**src/rtl/text_mode_renderer.sv**
```systemverilog
// Character-cell text renderer: text RAM fetch, font ROM drive, blinking cursor.
// Ports: clk/reset, h_pos/v_pos/active/syncs in, text RAM + font ROM, pixel/syncs out.
module text_mode_renderer #(
    parameter int COLS            = 80,
    parameter int ROWS            = 60,
    parameter int ADDR_W          = 13,
    parameter int BLINK_FRAMES    = 30,
    parameter bit SYNC_ACTIVE_LOW = 1'b1
) (
    input  logic                     clk,
    input  logic                     reset,
    input  logic [9:0]               h_pos,
    input  logic [9:0]               v_pos,
    input  logic                     active_in,
    input  logic                     hsync_in,
    input  logic                     vsync_in,
    output logic [ADDR_W-1:0]        text_addr,
    input  logic [7:0]               text_data,
    output logic [7:0]               font_char,
    output logic [5:0]               font_index,
    input  logic                     font_is_fg,
    input  logic [$clog2(COLS)-1:0]  cursor_x,
    input  logic [$clog2(ROWS)-1:0]  cursor_y,
    input  logic                     cursor_en,
    output logic                     pixel,
    output logic                     active_out,
    output logic                     hsync_out,
    output logic                     vsync_out
);

    localparam int PW = ADDR_W + 4;
    localparam int CW = (BLINK_FRAMES > 1) ? $clog2(BLINK_FRAMES) : 1;
    localparam logic SYNC_IDLE = SYNC_ACTIVE_LOW;
    localparam logic [CW-1:0] CNT_LAST = CW'(BLINK_FRAMES - 1);
    localparam logic [PW-1:0] COLS_P = PW'(COLS);

    logic [6:0]    col;
    logic [6:0]    row;
    logic [PW-1:0] lin_addr;
    logic          in_range;
    logic          cursor_hit;

    assign col      = h_pos[9:3];
    assign row      = v_pos[9:3];
    assign lin_addr = PW'(row) * COLS_P + PW'(col);
    assign in_range = (int'(col) < COLS) && (int'(row) < ROWS);
    assign cursor_hit = (int'(col) == int'(cursor_x))
                     && (int'(row) == int'(cursor_y));

    // Stage 1
    logic [5:0] s1_idx;
    logic       s1_inr, s1_hit, s1_act, s1_hs, s1_vs;
    // Stage 2
    logic       s2_inr, s2_hit, s2_act, s2_hs, s2_vs;

    always_ff @(posedge clk or negedge reset) begin
        if (!reset) begin
            text_addr <= '0;
            s1_idx    <= '0;
            s1_inr    <= 1'b0;
            s1_hit    <= 1'b0;
            s1_act    <= 1'b0;
            s1_hs     <= SYNC_IDLE;
            s1_vs     <= SYNC_IDLE;
        end else begin
            text_addr <= in_range ? lin_addr[ADDR_W-1:0] : '0;
            s1_idx    <= {v_pos[2:0], h_pos[2:0]};
            s1_inr    <= in_range;
            s1_hit    <= cursor_hit;
            s1_act    <= active_in;
            s1_hs     <= hsync_in;
            s1_vs     <= vsync_in;
        end
    end

    always_ff @(posedge clk or negedge reset) begin
        if (!reset) begin
            font_index <= '0;
            s2_inr     <= 1'b0;
            s2_hit     <= 1'b0;
            s2_act     <= 1'b0;
            s2_hs      <= SYNC_IDLE;
            s2_vs      <= SYNC_IDLE;
        end else begin
            font_index <= s1_idx;
            s2_inr     <= s1_inr;
            s2_hit     <= s1_hit;
            s2_act     <= s1_act;
            s2_hs      <= s1_hs;
            s2_vs      <= s1_vs;
        end
    end

    // RAM data arrives aligned with the stage-2 registers.
    assign font_char = text_data;

    logic blink_on;

    always_ff @(posedge clk or negedge reset) begin
        if (!reset) begin
            pixel      <= 1'b0;
            active_out <= 1'b0;
            hsync_out  <= SYNC_IDLE;
            vsync_out  <= SYNC_IDLE;
        end else begin
            pixel      <= s2_act & s2_inr
                        & (font_is_fg ^ (s2_hit & blink_on & cursor_en));
            active_out <= s2_act;
            hsync_out  <= s2_hs;
            vsync_out  <= s2_vs;
        end
    end

    // Blink timing: count vsync assertion edges, normalised to active-high.
    logic          vs_act;
    logic          vs_prev;
    logic          vs_rise;
    logic [CW-1:0] frame_cnt;

    assign vs_act  = vsync_in ^ SYNC_IDLE;
    assign vs_rise = vs_act & ~vs_prev;

    always_ff @(posedge clk or negedge reset) begin
        if (!reset) begin
            vs_prev   <= 1'b0;
            frame_cnt <= '0;
            blink_on  <= 1'b1;
        end else begin
            vs_prev <= vs_act;
            if (vs_rise) begin
                if (frame_cnt == CNT_LAST) begin
                    frame_cnt <= '0;
                    blink_on  <= ~blink_on;
                end else begin
                    frame_cnt <= frame_cnt + 1'b1;
                end
            end
        end
    end

endmodule

```
**config.mk**
```make
export PLATFORM = sky130hd
export DESIGN_NAME = text_mode_renderer
export DESIGN_NICKNAME = d
export VERILOG_FILES = /design/src/rtl/text_mode_renderer.sv
export SDC_FILE = /design/constraint.sdc
export NUM_CORES = 1
export LEC_CHECK = 0
export ABC_AREA = 1
export CAP_MARGIN = 10
export CORE_MARGIN = 2
export CORE_UTILIZATION = 25
export DETAILED_ROUTE_END_ITERATION = 10
export PLACE_DENSITY = 0.57
export SYNTH_ARGS = -nofsm -noshare
export SYNTH_HDL_FRONTEND = slang
export SYNTH_SLANG_ARGS = --single-unit
```
**constraint.sdc**
```tcl
create_clock -name clk -period 1.38 [get_ports clk]
set_clock_uncertainty 0.2 [all_clocks]
set_input_delay 0.414 -clock clk [delete_from_list [all_inputs] [get_ports clk]]
set_output_delay 0.414 -clock clk [all_outputs]
set_load 0.02 [all_outputs]
```
==> reports/metrics.cfg, run 1 <==
[placed_design]
dpl.cell_count = 396
hpwlAfterDp_mm = 3.50
gp_congestion = 0.766
io_buffers = 62
place_ws_ns = -1.32

[sta]
rsz0062_at_grt = true
slew_headroom_pct = 84.5
setup_ws_ns = -0.558
slew_violations = 0
period_needed_ns = 1.94
fin_setup_tns_ns = -4.04
tightest_slew_ns = 0.233
fmaxAchievable_ghz = 0.516
final_hold_viol_count = 0
setup-violations-final = 33
fin_crit_sh_pct = 140

[floorplan]
ioPinCount = 79
core_region_area_sq_um = 8260
fp-row-count = 33
start_util_pct = 25.9
die_x_microns = 96.5
die_y_microns = 96.5
die_area_sq_um = 9320

[global_routing]
grt-busiest-layer = met2
grtUsageMet3_pct = 2.40
grt_pass1_vias = 1756
grt_pass1_wl_mm = 7.76
antenna_found_initial = 0
met1_usage_pct = 12.6
grt_overflow_total = 0
grt_max_degree = 47
track_usage_pct = 10.7
grtUsageMet2_pct = 19.8

[job]
maxCapViolCount = 0

[final_layout]
finalNetCount = 374
fillers = 788
antenna_cells = 0
instances_no_fill = 415
drive_gt1_share_pct = 46.8
syn2layout_area_growth_pct = 69.5

[setup_path]
critPathTopFamily = adder cells
rr_startpoint = frame_cnt[1]
critical_path.most_common_cell = ha_4
crit_type = primary input to register
crit_path_max_fanout = 3
worstReg2RegEnd = blink_on
rrSetupSlack_ns = -0.07
r2r_cells = 6
cp_slowest_cell = fa_2
worst-path-buf-inv = 2
end_kind = register
critPathMaxStageDelay_ns = 0.56
worstPathCellList = buf_8, ha_4, ha_4, fa_2, nand2_2, nor2_4, buf_4, xnor2_2, nor2_1
cp.arrival_ns = 1.92
required_ns = 1.36
start_kind = primary input

[clock_tree]
cts_tree = yes
cts.sinks = 46
clockBufferDepth = 2
numCtsBuffers = 5
htree_levels = 2
cts-root-buf = clkbuf_8
clk_pin_slew_ns = 0.08
clock_latency_ns = 0.29

[drt]
drtPass1Iterations = 4
vias = 1692
viasPerCell = 4.08
drc = 0
wl_per_cell_microns = 11.4
drtIter0Drc = 52
drtAntennaViolNets = 0
wirelength_mm = 4.72

[synthesis]
avgSynthCellArea_sq_um = 10.3
ys_seq_area_share_pct = 54.2
synth.area.top_cells = dfrtp_1, ha_1, dfstp_2
yosysTopAreaCell = dfrtp_1
synth_top_area_share_pct = 45.6
synth_fp_nets = 273
async_flop_share_pct = 100
yosys_warnings = 0
synth_edf_count = 0
synth_area_sq_um = 2140
ys_ff_latch = 46
synth.most_common_cell = dfrtp_1
syn_inst = 208
synthFlopType = dfrtp_1
synth_cell_types = 27
synthTopCellsByCount = dfrtp_1, nand2_1, inv_1

[hold_path]
hold_start = s1_idx[5]
holdPathEnd = font_index[5]
min_path_type = register to register
hold_path_depth = 0

[status]
violations = setup timing
status = complete, but fails checks

[power]
power.leakage_nw = 1.71
ir_drop_v = 0.000509
powerDensity_nw_per_um2 = 1100

## cell families after synthesis
family	after synthesis	synth area share (%)
AND/OR/NAND/NOR	79	17.7
flip-flops	46	54.2
buffers and inverters	37	8.01
adder cells (fa/ha/maj)	17	10.6
XOR/XNOR	15	6.14
AO/OA/AOI/OAI	14	3.33
## how the worst max path moves through the flow
stage	start	to	slack (ns)	cells past startpoint
after floorplan	v_pos[4]	text_addr[12]	-0.69	8
after global placement	v_pos[6]	text_addr[12]	-1.27	10
after detailed placement	v_pos[6]	text_addr[12]	-1.32	10
after CTS	v_pos[6]	text_addr[12]	-0.55	11
after global routing	v_pos[4]	text_addr[12]	-0.63	10
final	v_pos[4]	text_addr[10]	-0.56	9
## final cells by class
class                           count  area (sq um)  share of cell area, %
Timing Repair Buffer              102           996                   27.4
Clock inverter                      3          68.8                   1.90
Inverter                           29           114                   3.14
Clock buffer                        5          68.8                   1.90
Sequential cell                    46          1160                   32.0
Multi-Input combinational cell    125          1090                   30.0
Tap cell                          105           131                   3.62
## layer usage
metal | share of wire, % | routed length, microns
met1 | 42 | 1960
met2 | 52 | 2450
met3 | 5.8 | 272
met4 | 0.78 | 37
met5 | 0 | 0
## layout by cell type (no fill, tap or decap), types with 8 or more instances in the layout
cell type and instances:
nand2_2 9, nor2_1 16, buf_6 28, ha_4 11, buf_4 32, xor2_1 9, nand3_1 8, nand2_1 19
inv_1 19, dfrtp_1 39, clkdlybuf4s50_1 19
## metrics by stage
step	instance area [sq um]	hold WS (ns)	power [mW]	util (%)
after floorplan	2230	-0.0816	2.12	-
after CTS	3490	0.152	3.85	42.3
after detailed placement	3140	0.135	2.56	38.1
after global routing	3630	0.161	4.22	43.9
after global placement	3140	0.132	2.53	38.1
final	3630	0.150	3.99	43.9
## where the power goes
part	total (mW)	internal, mW	switching [mW]
clock network	1.16	0.725	0.433
logic	1.20	0.666	0.539
registers	1.62	1.51	0.111
## registers in the layout (all words and copies together) (netlist names), 5 cells and up
register	count
font_index	6
frame_cnt	5
s1_idx	6
text_addr	13
## timing repair
item / in CTS / in global routing
hold buffers: 1 / 0
buffers inserted: 4 / 6
endpoints found under the setup margin: 43 / 39
pin swaps: 28 / 26
gates cloned: 0 / 0
hold endpoints to repair: 39 / 0
resized for setup: 216 / 26
Note: power is estimated with default switching activity, not from simulation.
==> run 2: changes to the inputs <==
Settings changed: CELL_PAD_IN_SITES_DETAIL_PLACEMENT from default to 1, CELL_PAD_IN_SITES_GLOBAL_PLACEMENT from default to 2, CORE_UTILIZATION 25 to 24, PLACE_DENSITY 0.57 to 0.81, RECOVER_POWER from default to 50.
Clock period 1.38 ns to 1.6 ns, I/O delays scaled along.
==> reports/metrics.cfg, run 2 (synthesis gave the netlist of run 1 again) <==
[drt]
drtPass1Iterations = 4  ; unchanged
viasPerCell = 4.23  ; +3.6%
drtIter0Drc = 24  ; -54%
wirelength_mm = 5.44  ; +15%
wl_per_cell_microns = 13.2  ; +16%
drc = 0  ; unchanged
drtAntennaViolNets = 0  ; unchanged
vias = 1741  ; +2.9%

[final_layout]
top_regs = text_addr (13), font_index (6), s1_idx (6)
syn2layout_area_growth_pct = 54.7
final_common_cell = dfrtp_1
fillers = 984  ; +25%
layout_common_cells = dfrtp_1, buf_4, buf_2
fin_area_sq_um = 3310  ; -8.7%
largest_reg_flops = 13  ; unchanged
drive_gt1_share_pct = 38.8  ; -8.0 points
finalNetCount = 368  ; -1.6%
antenna_cells = 0  ; unchanged
top_register = text_addr

[clock_tree]
clk_pin_slew_ns = 0.09  ; about the same
cts_tree = yes
numCtsBuffers = 5  ; unchanged
clockBufferDepth = 2  ; unchanged
htree_levels = 2  ; unchanged
cts-root-buf = clkbuf_8
clock_latency_ns = 0.30  ; about the same
cts.sinks = 46  ; unchanged

[sta]
final_hold_viol_count = 0  ; unchanged
rsz0062_at_grt = true
fin_setup_tns_ns = -1.82  ; +2.22 ns
period_needed_ns = 1.97
slew_violations = 0  ; unchanged
fmaxAchievable_ghz = 0.508
tightest_slew_ns = 0.756  ; +0.523 ns
fin_crit_sh_pct = 123
slew_headroom_pct = 49.6  ; -35 points
setup_ws_ns = -0.369  ; +0.189 ns
setup-violations-final = 20  ; -39%

[setup_path]
worstReg2RegEnd = blink_on
cp-startpoint = v_pos[6]
end_kind = register
cp_slowest_cell = fa_2
worst-path-buf-inv = 2  ; unchanged
cp.depth = 11  ; +2
rrSetupSlack_ns = 0.16  ; +0.23 ns
r2r_cells = 6  ; unchanged
crit_path_max_fanout = 3  ; unchanged
crit_path_end = text_addr[12]
rr_startpoint = frame_cnt[1]
critPathTopFamily = adder cells
required_ns = 1.63  ; +0.27 ns
cp.arrival_ns = 2.00  ; +0.08 ns
critPathMaxStageDelay_ns = 0.36  ; -0.20 ns
start_kind = primary input
worstPathCellList = buf_8, ha_4, ha_4, fa_2, xor2_2, inv_2, nor2_4, nand3_2, nand2_1, nand2_1, nor2_1
crit_type = primary input to register

[floorplan]
ioPinCount = 79  ; unchanged
fp-row-count = 34  ; +3.0%
die_area_sq_um = 9690  ; +4.0%
die_x_microns = 98.4  ; +2.0%
start_util_pct = 24.7  ; -1.3 points
core_region_area_sq_um = 8680  ; +5.1%
die_y_microns = 98.4  ; +2.0%

[hold_path]
min_path_type = register to register
hold_path_depth = 0  ; unchanged

[placed_design]
hpwlAfterDp_mm = 4.18  ; +20%
gp_congestion = 0.754  ; -1.6%
placed_area_sq_um = 3110  ; -1.1%
io_buffers = 62  ; unchanged

[global_routing]
grt_max_degree = 16  ; -66%
antenna_found_initial = 0  ; unchanged
grt_pass1_vias = 1875  ; +6.8%
track_usage_pct = 11.4  ; +0.71 points
grt_overflow_total = 0  ; unchanged
grt_pass1_wl_mm = 8.70  ; +12%

[job]
maxCapViolCount = 0  ; unchanged

[status]
status = complete, but fails checks
violations = setup timing

[power]
powerDensity_nw_per_um2 = 926  ; -16%
ir_drop_v = 0.000396  ; -22%
power_mw = 3.07  ; -23%
power.leakage_nw = 1.57  ; -8.2%

run 2: cell types whose count changed in the layout (fill, tap and decap cells not counted), sizes merged:
cell / before / now
buf: 69 / 61
clkbuf: 7 / 8
dlygate4sd3: 1 / 10
dlymetal6s2s: 3 / 0
clkinv: 3 / 2
dlygate4sd2: 7 / 2
clkinvlp: 0 / 1
clkdlybuf4s25: 0 / 1
clkdlybuf4s15: 1 / 2
clkdlybuf4s50: 19 / 18
bufinv: 2 / 1
run 2: worst min path at each step:
stage / startpoint / end / slack (ns)
finish: s1_idx[0] / font_index[0] / 0.16
floorplan: reset / active_out / -0.02
detailed placement: s1_idx[0] / font_index[0] / 0.14
CTS: s1_idx[0] / font_index[0] / 0.16
global route: s1_hs / s2_hs / 0.16
global placement: s1_idx[4] / font_index[4] / 0.13
run 2: repair_timing:
action,4_1_cts,5_1_grt
hold endpoints to repair,5,0
hold buffers,1,0
setup endpoints to repair,40,16
buffers inserted,5,1
gates resized for setup,147,21
gates cloned,0,0
pin swaps,17,12
run 2: cell type report:
type	instances	area [sq um]	area share, %
inverter	29	113	3.40
timing repair buffer	96	790	23.8
sequential	46	1160	35.0
tap	108	135	4.08
multi-input combinational	125	1000	30.3
clock inverter	2	37.5	1.13
clock buffer	6	72.6	2.19
run 2: power by group:
| part | total (mW) | internal [mW] | leakage (nW) | switching (mW) |
|---|---|---|---|---|
| clock network | 0.845 | 0.466 | 0.0514 | 0.380 |
| logic | 0.845 | 0.419 | 0.960 | 0.427 |
| registers | 1.38 | 1.30 | 0.559 | 0.0729 |
| total | 3.07 | 2.19 | 1.57 | 0.879 |
run 2: metal layers:
| layer | global-route usage (%) | wire length (microns) |
|---|---|---|
| met2 | 19.8 | 2710 |
| met1 | 13.7 | 2340 |
| met4 | 4.85 | 109 |
| met3 | 2.27 | 273 |
| met5 | 0 | 0 |
run 2: through the flow:
step / utilization, % / cells / hold slack (ns) / setup WS, ns
after detailed placement: 35.8 / 398 / 0.136 / -1.16
after CTS: 37.6 / 411 / 0.156 / -0.392
after global routing: 38.2 / 412 / 0.162 / -0.456
after global placement: 35.8 / 398 / 0.132 / -1.11
after floorplan: - / 208 / -0.0156 / -0.534
final: 38.2 / 412 / 0.156 / -0.369
run 2: worst register-to-register path, stage by stage (launching register included):
cell	delay, ns
dfrtp_1	0.40
inv_1	0.08
ha_1	0.16
nand4_1	0.11
nor2_1	0.14
buf_4	0.14
xor2_1	0.14
==> run 3: changes to the inputs <==
Settings changed: CORE_MARGIN 2 to 3, PLACE_DENSITY 0.81 to 0.8.
==> reports/metrics.cfg, run 3 (synthesis gave the netlist of run 1 again) <==
[sta]
period_needed_ns = 2.01  ; +0.0405 ns
final_hold_viol_count = 0  ; unchanged
slew_headroom_pct = 52.7  ; +3.1 points
rsz0062_at_grt = true
slew_violations = 0  ; unchanged
fmaxAchievable_ghz = 0.498  ; -2.0%
setup_ws_ns = -0.410  ; -0.0405 ns
fin_crit_sh_pct = 126  ; +2.5 points
setup-violations-final = 9  ; -55%
tightest_slew_ns = 0.710  ; -0.0462 ns
whs_ns = 0.153  ; -0.00280 ns

[power]
powerDensity_nw_per_um2 = 920  ; -0.69%
clock_power_share_pct = 27.3  ; -0.3 points
p_sw_share_pct = 28.7  ; +0.032 points
ir_drop_v = 0.000312  ; -21%
p_switching_uw = 884  ; +0.55%
seq_power_share_pct = 44.7  ; -0.2 points
power.leakage_nw = 1.60  ; +1.5%
p_int_mw = 2.20  ; +0.39%
power_frac_comb_pct = 28.0  ; +0.4 points

[clock_tree]
cts-root-buf = clkbuf_8
clock_latency_ns = 0.29  ; about the same
clockBufferDepth = 2  ; unchanged
numCtsBuffers = 5  ; unchanged
cts_tree = yes
htree_levels = 2  ; unchanged
clk_pin_slew_ns = 0.08  ; about the same
cts.sinks = 46  ; unchanged

[setup_path]
end_kind = register
required_ns = 1.59  ; -0.04 ns
crit_path_max_fanout = 3  ; unchanged
cp.arrival_ns = 2.00  ; about the same
start_kind = primary input
crit_type = primary input to register

[final_layout]
top_register = text_addr
drive_gt1_share_pct = 40.2  ; +1.4 points
antenna_cells = 0  ; unchanged
layout_common_cells = dfrtp_1, buf_4, buf_2
final_core_util_pct = 39.8  ; +1.6 points
fin_area_sq_um = 3350  ; +1.1%
top_regs = text_addr (13), font_index (6), s1_idx (6)
finalNetCount = 370  ; +0.54%
largest_reg_flops = 13  ; unchanged
final_common_cell = dfrtp_1
syn2layout_area_growth_pct = 56.5

[global_routing]
grt_max_degree = 27  ; +11
grt_overflow_total = 0  ; unchanged
grt_pass1_vias = 1954  ; +4.2%
track_usage_pct = 11.2  ; -0.21 points
grt_pass1_wl_mm = 8.87  ; +1.9%
antenna_found_initial = 0  ; unchanged

[drt]
vias = 1711  ; -1.7%
drtPass1Iterations = 3  ; -1
viasPerCell = 4.16  ; -1.5%
drtAntennaViolNets = 0  ; unchanged
wirelength_mm = 5.35  ; -1.6%
drc = 0  ; unchanged
wl_per_cell_microns = 13.0  ; -1.4%
drtIter0Drc = 30  ; +25%

[floorplan]
core_region_area_sq_um = 8420  ; -2.9%
start_util_pct = 25.4  ; +0.75 points
die_x_microns = 100  ; +2.0%
die_y_microns = 100  ; +2.0%
ioPinCount = 79  ; unchanged
fp-row-count = 33  ; -2.9%
die_area_sq_um = 10100  ; +4.1%

[placed_design]
gp_congestion = 0.744  ; -1.4%
io_buffers = 62  ; unchanged
hpwlAfterDp_mm = 4.30  ; +2.8%
placed_area_sq_um = 3120  ; +0.28%

[status]
violations = setup timing
status = complete, but fails checks

[hold_path]
min_path_type = register to register

[job]
maxCapViolCount = 0  ; unchanged

## run 3: power groups by stage
stage / registers, mW / clock network, mW / logic, mW
2_1_floorplan: 1.43 / 0 / 0.388
3_3_place_gp: 1.40 / 0 / 0.769
3_5_place_dp: 1.40 / 0 / 0.802
4_1_cts: 1.38 / 0.881 / 0.859
5_1_grt: 1.39 / 0.933 / 0.961
6_report: 1.38 / 0.842 / 0.864
## run 3: path summary, 6_finish.rpt
kind / start / depth (start not counted) / endpoint / slack (ns)
setup reg to reg: frame_cnt[1] / 8 / frame_cnt[3] / 0.17
hold reg to reg: s1_idx[3] / 0 / font_index[3] / 0.15
setup / recovery: v_pos[6] / 9 / text_addr[12] / -0.41
min in group asynchronous: reset / 2 / frame_cnt[1] / 0.54
hold / removal: s1_idx[3] / 0 / font_index[3] / 0.15
max in group asynchronous: reset / 3 / blink_on / -0.02
## run 3: what timing repair did
item / CTS / global route
setup endpoints to repair: 41 / 17
setup buffers: 4 / 3
resized for setup: 153 / 20
pin swaps: 15 / 18
cloned: 0 / 0
hold endpoints to repair: 7 / 0
hold buffers: 1 / 0
## run 3: layer usage
layer / GRT usage [%] / up-vias / share of wire [%]
met5: 0 / - / 0
met4: 4.04 / 0 / 1.5
met3: 1.88 / 7 / 4.1
met2: 22.1 / 41 / 57
met1: 11.6 / 816 / 37
li1: - / 847 / -
## run 3: stage by stage
stage / TNS [ns] / power (mW) / cells / worst slack, ns
CTS: -1.80 / 3.12 / 408 / -0.415
finish: -1.90 / 3.08 / 411 / -0.410
global placement: -12.74 / 2.16 / 395 / -1.12
global route: -5.70 / 3.29 / 411 / -0.485
detailed placement: -13.29 / 2.20 / 395 / -1.15
floorplan: -2.28 / 1.82 / 208 / -0.534
## run 3: cell type report
cell class / instances / area, sq um
fillers: 955 / 5070
flip-flops and latches: 46 / 1160
multi-input cells: 125 / 1030
repair buffers: 98 / 806
well taps: 105 / 131
inverters: 29 / 115
clock buffers: 6 / 72.6
clock inverters: 2 / 37.5
## run 3: critical path: stages
cell	delay [ns]
buf_8	0.11
ha_4	0.24
ha_4	0.16
fa_2	0.56
nand2_2	0.07
nor2_4	0.13
nand3_2	0.09
nor2_1	0.11
nor2_1	0.05
